File: src/rtl/spmv_row_accum_pkg.sv
// Shared widths, FSM encoding and row-pointer slice helper for the SpMV row accumulator.
// Pure declarations: no latency and no flow control of its own.
package spmv_pkg;
  localparam int N_ROWS = 16;
  localparam int PTR_W  = 8;
  localparam int IDX_W  = 4;
  localparam int VAL_W  = 16;
  localparam int ACC_W  = 40;
  localparam int N_VEC  = 2 ** IDX_W;
  localparam int ROW_W  = $clog2(N_ROWS);
  localparam int RIDX_W = $clog2(N_ROWS + 1);

  typedef enum logic [1:0] {
    IDLE = 2'b00,
    SCAN = 2'b01,
    DONE = 2'b10
  } state_t;

  typedef logic [PTR_W-1:0]            ptr_t;
  typedef logic [(N_ROWS+1)*PTR_W-1:0] ptr_bus_t;

  function automatic ptr_t row_ptr_at(input ptr_bus_t bus, input logic [RIDX_W-1:0] r);
    return bus[r*PTR_W +: PTR_W];
  endfunction
endpackage

File: src/rtl/spmv_row_accum_if.sv
// CSR reader link, vector input and row-result outputs of the row accumulator.
// Wiring only; the reader answers o_count combinationally and nothing is back-pressured.
interface spmv_row_accum_if;
  import spmv_pkg::*;

  logic                    i_start;
  ptr_bus_t                i_row_ptr;
  logic [IDX_W-1:0]        i_col_idx;
  logic signed [VAL_W-1:0] i_val;
  logic [N_VEC*VAL_W-1:0]  i_vec;
  ptr_t                    o_count;
  logic                    o_busy;
  logic                    o_row_valid;
  logic [ROW_W-1:0]        o_row_idx;
  logic signed [ACC_W-1:0] o_row_sum;
  logic                    o_done;

  modport master (
    output i_start, i_row_ptr, i_col_idx, i_val, i_vec,
    input  o_count, o_busy, o_row_valid, o_row_idx, o_row_sum, o_done
  );

  modport slave (
    input  i_start, i_row_ptr, i_col_idx, i_val, i_vec,
    output o_count, o_busy, o_row_valid, o_row_idx, o_row_sum, o_done
  );
endinterface

File: src/rtl/spmv_row_accum_mac.sv
// Signed VAL_W x VAL_W multiply, sign-extended into a wrapping ACC_W accumulator.
// One cycle per accumulate; clear and enable come from the row FSM, no back-pressure.
module spmv_mac
  import spmv_pkg::*;
(
  input  logic                    i_clk,
  input  logic                    i_rst,
  input  logic signed [VAL_W-1:0] val,
  input  logic signed [VAL_W-1:0] vec_elem,
  input  logic                    clear,
  input  logic                    en,
  output logic signed [ACC_W-1:0] acc
);
  logic signed [2*VAL_W-1:0] prod;
  logic signed [ACC_W-1:0]   prod_ext;

  assign prod     = val * vec_elem;
  assign prod_ext = {{(ACC_W-2*VAL_W){prod[2*VAL_W-1]}}, prod};

  always_ff @(posedge i_clk) begin
    if (i_rst || clear) begin
      acc <= '0;
    end else if (en) begin
      acc <= acc + prod_ext;
    end
  end
endmodule

File: src/rtl/spmv_row_accum.sv
// Walks CSR rows one nonzero per cycle and emits one signed sum per row.
// Row takes nnz+1 cycles, run ends N_ROWS+nnz+1 cycles after start; no back-pressure.
module spmv_row_accum
  import spmv_pkg::*;
(
  input  logic            i_clk,
  input  logic            i_rst,
  spmv_row_accum_if.slave bus
);
  state_t                  state_q, state_d;
  ptr_bus_t                ptr_q;
  ptr_t                    count_q;
  ptr_t                    row_end;
  logic [ROW_W-1:0]        row_q;
  logic [RIDX_W-1:0]       row_nxt;
  logic                    load, emit, mac_clr, mac_en, last_row;
  logic signed [VAL_W-1:0] vec_elem;
  logic signed [ACC_W-1:0] acc;
  logic                    row_valid_q, done_q;
  logic [ROW_W-1:0]        row_idx_q;
  logic signed [ACC_W-1:0] row_sum_q;

  assign row_nxt  = {1'b0, row_q} + RIDX_W'(1);
  assign row_end  = row_ptr_at(ptr_q, row_nxt);
  assign last_row = (row_q == ROW_W'(N_ROWS - 1));
  assign vec_elem = bus.i_vec[bus.i_col_idx*VAL_W +: VAL_W];

  spmv_mac u_mac (
    .i_clk    (i_clk),
    .i_rst    (i_rst),
    .val      (bus.i_val),
    .vec_elem (vec_elem),
    .clear    (mac_clr),
    .en       (mac_en),
    .acc      (acc)
  );

  always_comb begin
    state_d = state_q;
    load    = 1'b0;
    emit    = 1'b0;
    mac_clr = 1'b0;
    mac_en  = 1'b0;
    case (state_q)
      IDLE: begin
        if (bus.i_start) begin
          load    = 1'b1;
          mac_clr = 1'b1;
          state_d = SCAN;
        end
      end
      SCAN: begin
        // Unsigned >= also closes malformed rows whose end lies behind the cursor.
        if (count_q >= row_end) begin
          emit    = 1'b1;
          mac_clr = 1'b1;
          if (last_row) begin
            state_d = DONE;
          end
        end else begin
          mac_en = 1'b1;
        end
      end
      DONE:    state_d = IDLE;
      default: state_d = IDLE;
    endcase
  end

  always_ff @(posedge i_clk) begin
    if (i_rst) begin
      state_q     <= IDLE;
      ptr_q       <= '0;
      count_q     <= '0;
      row_q       <= '0;
      row_valid_q <= 1'b0;
      done_q      <= 1'b0;
      row_idx_q   <= '0;
      row_sum_q   <= '0;
    end else begin
      state_q     <= state_d;
      row_valid_q <= emit;
      done_q      <= emit && last_row;
      if (load) begin
        ptr_q   <= bus.i_row_ptr;
        count_q <= row_ptr_at(bus.i_row_ptr, '0);
        row_q   <= '0;
      end else if (emit) begin
        row_q <= row_q + ROW_W'(1);
      end else if (mac_en) begin
        count_q <= count_q + PTR_W'(1);
      end
      if (emit) begin
        row_idx_q <= row_q;
        row_sum_q <= acc;
      end
    end
  end

  assign bus.o_count     = count_q;
  assign bus.o_busy      = (state_q == SCAN);
  assign bus.o_row_valid = row_valid_q;
  assign bus.o_row_idx   = row_idx_q;
  assign bus.o_row_sum   = row_sum_q;
  assign bus.o_done      = done_q;
endmodule
File: src/flat_wrapper.sv
// flat-port wrapper written by rule: the top's interface ports become plain ports
module spmv_row_accum_flat import spmv_pkg::*;
  (i_clk, i_rst, bus_i_start, bus_i_row_ptr, bus_i_col_idx, bus_i_val, bus_i_vec, bus_o_count, bus_o_busy, bus_o_row_valid, bus_o_row_idx, bus_o_row_sum, bus_o_done);
  spmv_row_accum_if bus_i ();
  input  logic i_clk;
  input  logic i_rst;
  input wire logic [$bits(bus_i.i_start)-1:0] bus_i_start;
  input wire logic [$bits(bus_i.i_row_ptr)-1:0] bus_i_row_ptr;
  input wire logic [$bits(bus_i.i_col_idx)-1:0] bus_i_col_idx;
  input wire logic [$bits(bus_i.i_val)-1:0] bus_i_val;
  input wire logic [$bits(bus_i.i_vec)-1:0] bus_i_vec;
  output wire logic [$bits(bus_i.o_count)-1:0] bus_o_count;
  output wire logic [$bits(bus_i.o_busy)-1:0] bus_o_busy;
  output wire logic [$bits(bus_i.o_row_valid)-1:0] bus_o_row_valid;
  output wire logic [$bits(bus_i.o_row_idx)-1:0] bus_o_row_idx;
  output wire logic [$bits(bus_i.o_row_sum)-1:0] bus_o_row_sum;
  output wire logic [$bits(bus_i.o_done)-1:0] bus_o_done;
  assign bus_i.i_start = bus_i_start;
  assign bus_i.i_row_ptr = bus_i_row_ptr;
  assign bus_i.i_col_idx = bus_i_col_idx;
  assign bus_i.i_val = bus_i_val;
  assign bus_i.i_vec = bus_i_vec;
  assign bus_o_count = bus_i.o_count;
  assign bus_o_busy = bus_i.o_busy;
  assign bus_o_row_valid = bus_i.o_row_valid;
  assign bus_o_row_idx = bus_i.o_row_idx;
  assign bus_o_row_sum = bus_i.o_row_sum;
  assign bus_o_done = bus_i.o_done;
  spmv_row_accum u_core (.i_clk(i_clk), .i_rst(i_rst), .bus(bus_i));
endmodule
File: config.mk
export PLATFORM = sky130hd
export DESIGN_NAME = spmv_row_accum_flat
export DESIGN_NICKNAME = d
export VERILOG_FILES = /design/src/rtl/spmv_row_accum_pkg.sv /design/src/rtl/spmv_row_accum_if.sv /design/src/rtl/spmv_row_accum_mac.sv /design/src/rtl/spmv_row_accum.sv /design/src/flat_wrapper.sv
export SDC_FILE = /design/constraint.sdc
export NUM_CORES = 1
export LEC_CHECK = 0
export ABC_CLOCK_PERIOD_IN_PS = 11800
export CAP_MARGIN = 20
export CORE_MARGIN = 4
export CORE_UTILIZATION = 50
export CTS_CLUSTER_DIAMETER = 150
export DETAILED_ROUTE_END_ITERATION = 10
export PLACE_DENSITY = 0.78
export SLEW_MARGIN = 20
export SYNTH_ARGS = -nofsm -noshare
export SYNTH_HDL_FRONTEND = slang
export SYNTH_SLANG_ARGS = --single-unit
export TNS_END_PERCENT = 50
File: constraint.sdc
create_clock -name i_clk -period 11.8 [get_ports i_clk]
set_clock_uncertainty 0.1 [all_clocks]
set_input_delay 1.18 -clock i_clk [delete_from_list [all_inputs] [get_ports i_clk]]
set_output_delay 1.18 -clock i_clk [all_outputs]
set_load 0.02 [all_outputs]
# Word-level counts from Yosys, hierarchy flattened

Index checks and enable logic that the tools add are counted.

Register bits: 236

Add/subtract/negate cells: 4
Shift-type cells: 2
Multipliers: 1
Equality and inequality tests: 6
Reduce and logical (&&, ||, !) cells: 7
Order comparisons: 1
Multiplexer cells: 14

Operators by type and width:

| kind                | count |
|---|---|
| $shiftx 256x9->16   | 1 |
| $shiftx 136x9->8    | 1 |
| $add 40x32->40      | 1 |
| $mul 16x16->32      | 1 |
| $mux 8              | 3 |
| $add 8x1->8 const B | 1 |
| $ge 8x8->1          | 1 |
| $mux 1              | 6 |
| $mux 2              | 3 |
| $ne 2x1->1 const B  | 3 |
| $add 4x1->5 const B | 1 |
| $add 4x1->4 const B | 1 |
| $eq 4x4->1 const B  | 1 |
| $pmux 2 s2          | 1 |
| $reduce_and 3->1    | 1 |
| $eq 2x1->1 const B  | 1 |
| $logic_not 2->1     | 1 |
| $ne 2x2->1 const B  | 1 |
| $pmux 1 s2          | 1 |
| $reduce_and 2->1    | 1 |
| $reduce_bool 2->1   | 1 |
| $reduce_or 2->1     | 1 |
| $logic_and 1x1->1   | 1 |
| $logic_or 1x1->1    | 1 |

# Depth between registers and ports, before layout

Word-level depth: 8
Depth in mapped cells: 28

# Modules after synthesis

From an unflattened synthesis, not the netlist that was laid out.

Cell total of the unflattened synthesis: 2523
Area total of the unflattened synthesis: 23570.1 um2

Modules (own cells, without submodules):

| module         | cells each | seq. area each (um2) | area each (um2) | instances |
|---|---|---|---|---|
| spmv_mac       | 1482       | 800.8                | 13772.0         | 1 |
| spmv_row_accum | 1041       | 3763.6               | 9798.1          | 1 |

# Worst setup path before layout

Ideal clock, no wire load.

Path type: in2reg
Start: in bus_i_col_idx[0]
End: reg u_core.u_mac.acc[38]
Setup time: 0.074 ns
Path slack: 3.367 ns
Required time: 11.626 ns
Arrival: 8.259 ns
Path buffers: 3
Stages on the path: 25
Cell sequence: buf_4 > buf_2 > mux4_2 > mux4_2 > clkbuf_1 > nand2_1 > fa_1 > inv_1 > fa_1 > inv_1 > fa_1 > fa_1 > inv_1 > fa_1 > inv_1 > fa_1 > inv_1 > ha_1 > and4_1 > and3_1 > a221o_1 > o311ai_2 > a21oi_1 > nand4b_1 > a31oi_1

Cells in the longest elaborated chain, start to end: 3

Ends and longest elaborated chain:

| element              | line                     | RTL |
|---|---|---|
| from (decl)          | flat_wrapper.sv:9        | `input wire logic [$bits(bus_i.i_col_idx)-1:0] bus_i_col_idx;` |
| $shiftx 256x9->16    | spmv_row_accum.sv:26     | `assign vec_elem = bus.i_vec[bus.i_col_idx*VAL_W +: VAL_W];` |
| $mul 16x16->32       | spmv_row_accum_mac.sv:17 | `assign prod = val * vec_elem;` |
| $add 40x32->40       | spmv_row_accum_mac.sv:24 | `acc <= acc + prod_ext;` |
| to (signal assigned) | spmv_row_accum_mac.sv:24 |  |
| to (decl)            | spmv_row_accum_mac.sv:12 | `output logic signed [ACC_W-1:0] acc` |

Every way passes these cells.
A chain may end at the register's enable or synchronous reset.

# Worst setup path in the final report

Start: in bus_i_col_idx[0]
End: reg u_core.u_mac.acc[34]

Same word-level chain as after synthesis.

==> flow_summary.ini <==
[status]
status = completed

[floorplan]
core_um2 = 45700
start_util = 0.509
std_cell_rows = 78
dieHeight_um = 224
pin_count = 470
dieArea_um2 = 50000
die_x_um = 224

[hold_path]
hold_path.class = flip-flop to flip-flop

[logic_synthesis]
ys_warn_count = 0
synth_flop_cell = dfxtp_1
ys_seq_area_frac = 0.196
syn_nets = 3368
synth_cell_types = 61
async_flop_share = 0
avgSynthCellArea_um2 = 9.30
ys_ff_latch = 228
netlist_top_cells_area = fa_1, dfxtp_1, mux4_2
syn_inst = 2498
synth-edff-count = 0
syn_area_um2 = 23200
yosysTopAreaCell = fa_1
synth_top_area_frac = 0.284

[cts]
clockRootBuffer = clkbuf_16
clkTransAtPathRegs_ps = 60
cts_tree = yes
htree_levels = 1
cts_buffers = 23
clock_latency_ps = 510
postCtsHoldBufs = 0
clockBufferDepth = 3
cts_setup_buffers = 0
post_cts_resize_count = 0
clock_sinks = 228

[timing]
setup-tns-final_ps = 0
period_minus_slack_ps = 9350
grt_setup_unrepaired = false
worst_pin_slew_ps = 1090
hold_violations = 0
fin_crit_sh = 0.792
fmax_ghz = 0.107
drv_slew = 0
max_slew_margin = 0.270
setup-violations-final = 0

[layout]
area_growth_pct = 24.9
nFillCells = 3714
nNetsFinal = 3743
final_common_cell = nand2_1
final_cell_mix = nand2_1, clkdlybuf4s50_1, inv_1, fa_1, a21oi_1
final_layout_size_suffix_gt1_frac = 0.0672

[global_routing]
antenna_found_initial = 6
grt_pass1_wl_mm = 116
grt_util_all_layers = 0.293
grt_max_degree = 105
grt_pass1_vias = 21000
grt_overflow = 0

[place]
port-buffer-count = 469
gp_congestion = 1.01
dpl.hpwl_mm = 60.0

[routing]
drt-total-wl_mm = 73.3
postRouteAntennaNets = 0
vias = 19500
drtPass1Iterations = 6
wl_per_cell_um = 21.0
drc_errors = 0
viasPerCell = 5.57
drtIter0Drc = 1325

[worst_setup_path]
crit_type = input pin to flip-flop
start_kind = input pin
path_max_fanout = 50
cp-end-kind = flip-flop
critPathRequiredTime_ps = 12090
crit_arrival_ps = 9640

[flow_run]
maxCapViolations = 0
-- cells by family after synthesis --
logic type      count (synthesis)  synth area share
flops                         228             0.196
simple gates                  801             0.153
mux                           123             0.117
buf+inv                       517            0.0853
fa+ha+maj                     455             0.352
compound gates                337            0.0824
xor+xnor                       37            0.0143
-- through the flow --
stage                     worst slack, ps  std cells  hold slack [ps]   util  instance area, um^2
after detailed placement             1950       3447              344  0.619                28300
after floorplan                      3370       2498              333      -                23200
final                                2450       3495              354  0.635                29000
after global routing                 2070       3494              373  0.635                29000
after CTS                            2440       3488              353  0.634                29000
after global placement               2100       3447              340  0.619                28300
-- synth_stat cells (3+ instances only) --
| cell type | count |
|---|---|
| nor2b_1 | 4 |
| nor2_1 | 54 |
| xnor2_1 | 30 |
| a31oi_1 | 7 |
| a21oi_1 | 232 |
| buf_1 | 4 |
| o21a_1 | 9 |
| and4_1 | 4 |
| nand4b_1 | 3 |
| or3_1 | 9 |
| nand2_1 | 536 |
| buf_4 | 4 |
| and2_1 | 140 |
| nand4_1 | 3 |
| nand2b_1 | 6 |
| a211o_1 | 3 |
| a211oi_1 | 19 |
| o21ai_0 | 26 |
| mux4_2 | 119 |
| o31ai_1 | 3 |
| a21boi_0 | 3 |
| ha_1 | 125 |
| dfxtp_1 | 228 |
| and3_1 | 4 |
| buf_2 | 20 |
| a21o_1 | 13 |
| nand3b_1 | 3 |
| inv_1 | 383 |
| o2111ai_1 | 3 |
| nand3_1 | 10 |
| xor2_1 | 6 |
| fa_1 | 330 |
| nor4_1 | 3 |
| nor3_1 | 13 |
| or2_2 | 3 |
| clkbuf_1 | 103 |
-- final timing paths --
path | from | end | slack, ps | cells after the start
setup / recovery | bus_i_col_idx[0] | u_core.u_mac.acc[34] | 2450 | 24
hold / removal | u_core.ptr_q[9] | u_core.ptr_q[9] | 350 | 2
setup reg to reg | u_core.u_mac.acc[15] | u_core.u_mac.acc[36] | 6130 | 17
hold reg to reg | u_core.ptr_q[9] | u_core.ptr_q[9] | 350 | 2
-- registers in the layout (all words and copies together) (netlist names) --
register                flops
u_core.bus.o_row_sum       40
u_core.ptr_q              128
u_core.bus.o_row_idx        4
u_core.u_mac.acc           40
u_core.bus.o_done           1
u_core.state_q              2
u_core.bus.o_count          8
u_core.bus.o_row_valid      1
u_core.row_q                4
-- critical path, cell delays in order --
cell and delay [ps]:
buf_4 710, mux4_2 620, mux4_2 690, nand2_1 260, fa_1 510, inv_1 230, fa_1 450, inv_1 310
fa_1 620, fa_1 550, inv_1 50, fa_1 470, inv_1 50, fa_1 490, inv_1 50, ha_1 380
and4_1 260, and3_1 280, nand4_1 130, a211oi_1 580, nor2_1 180, o21ai_0 250, xnor2_1 170, o21ai_0 100
-- area by class of cell --
cell class	instances	area (um^2)	area share
diodes	6	15.0	0.000517
clock buffers	34	677	0.0233
clock inverters	7	38.8	0.00134
inverters	385	1450	0.0498
multi-input cells	1753	16700	0.576
flip-flops and latches	228	4570	0.157
well taps	600	751	0.0259
repair buffers	482	4800	0.166
-- routing by layer --
| layer | track usage | part of all wire | up-vias |
|---|---|---|---|
| li1 | - | - | 8757 |
| met1 | 0.368 | 0.38 | 9819 |
| met2 | 0.527 | 0.52 | 750 |
| met3 | 0.0452 | 0.064 | 132 |
| met4 | 0.0849 | 0.032 | 2 |
| met5 | 0 | 0.000095 | - |
Power is not shown: default switching activity piles up to over one toggle a cycle in this logic, so the estimate is an artifact.
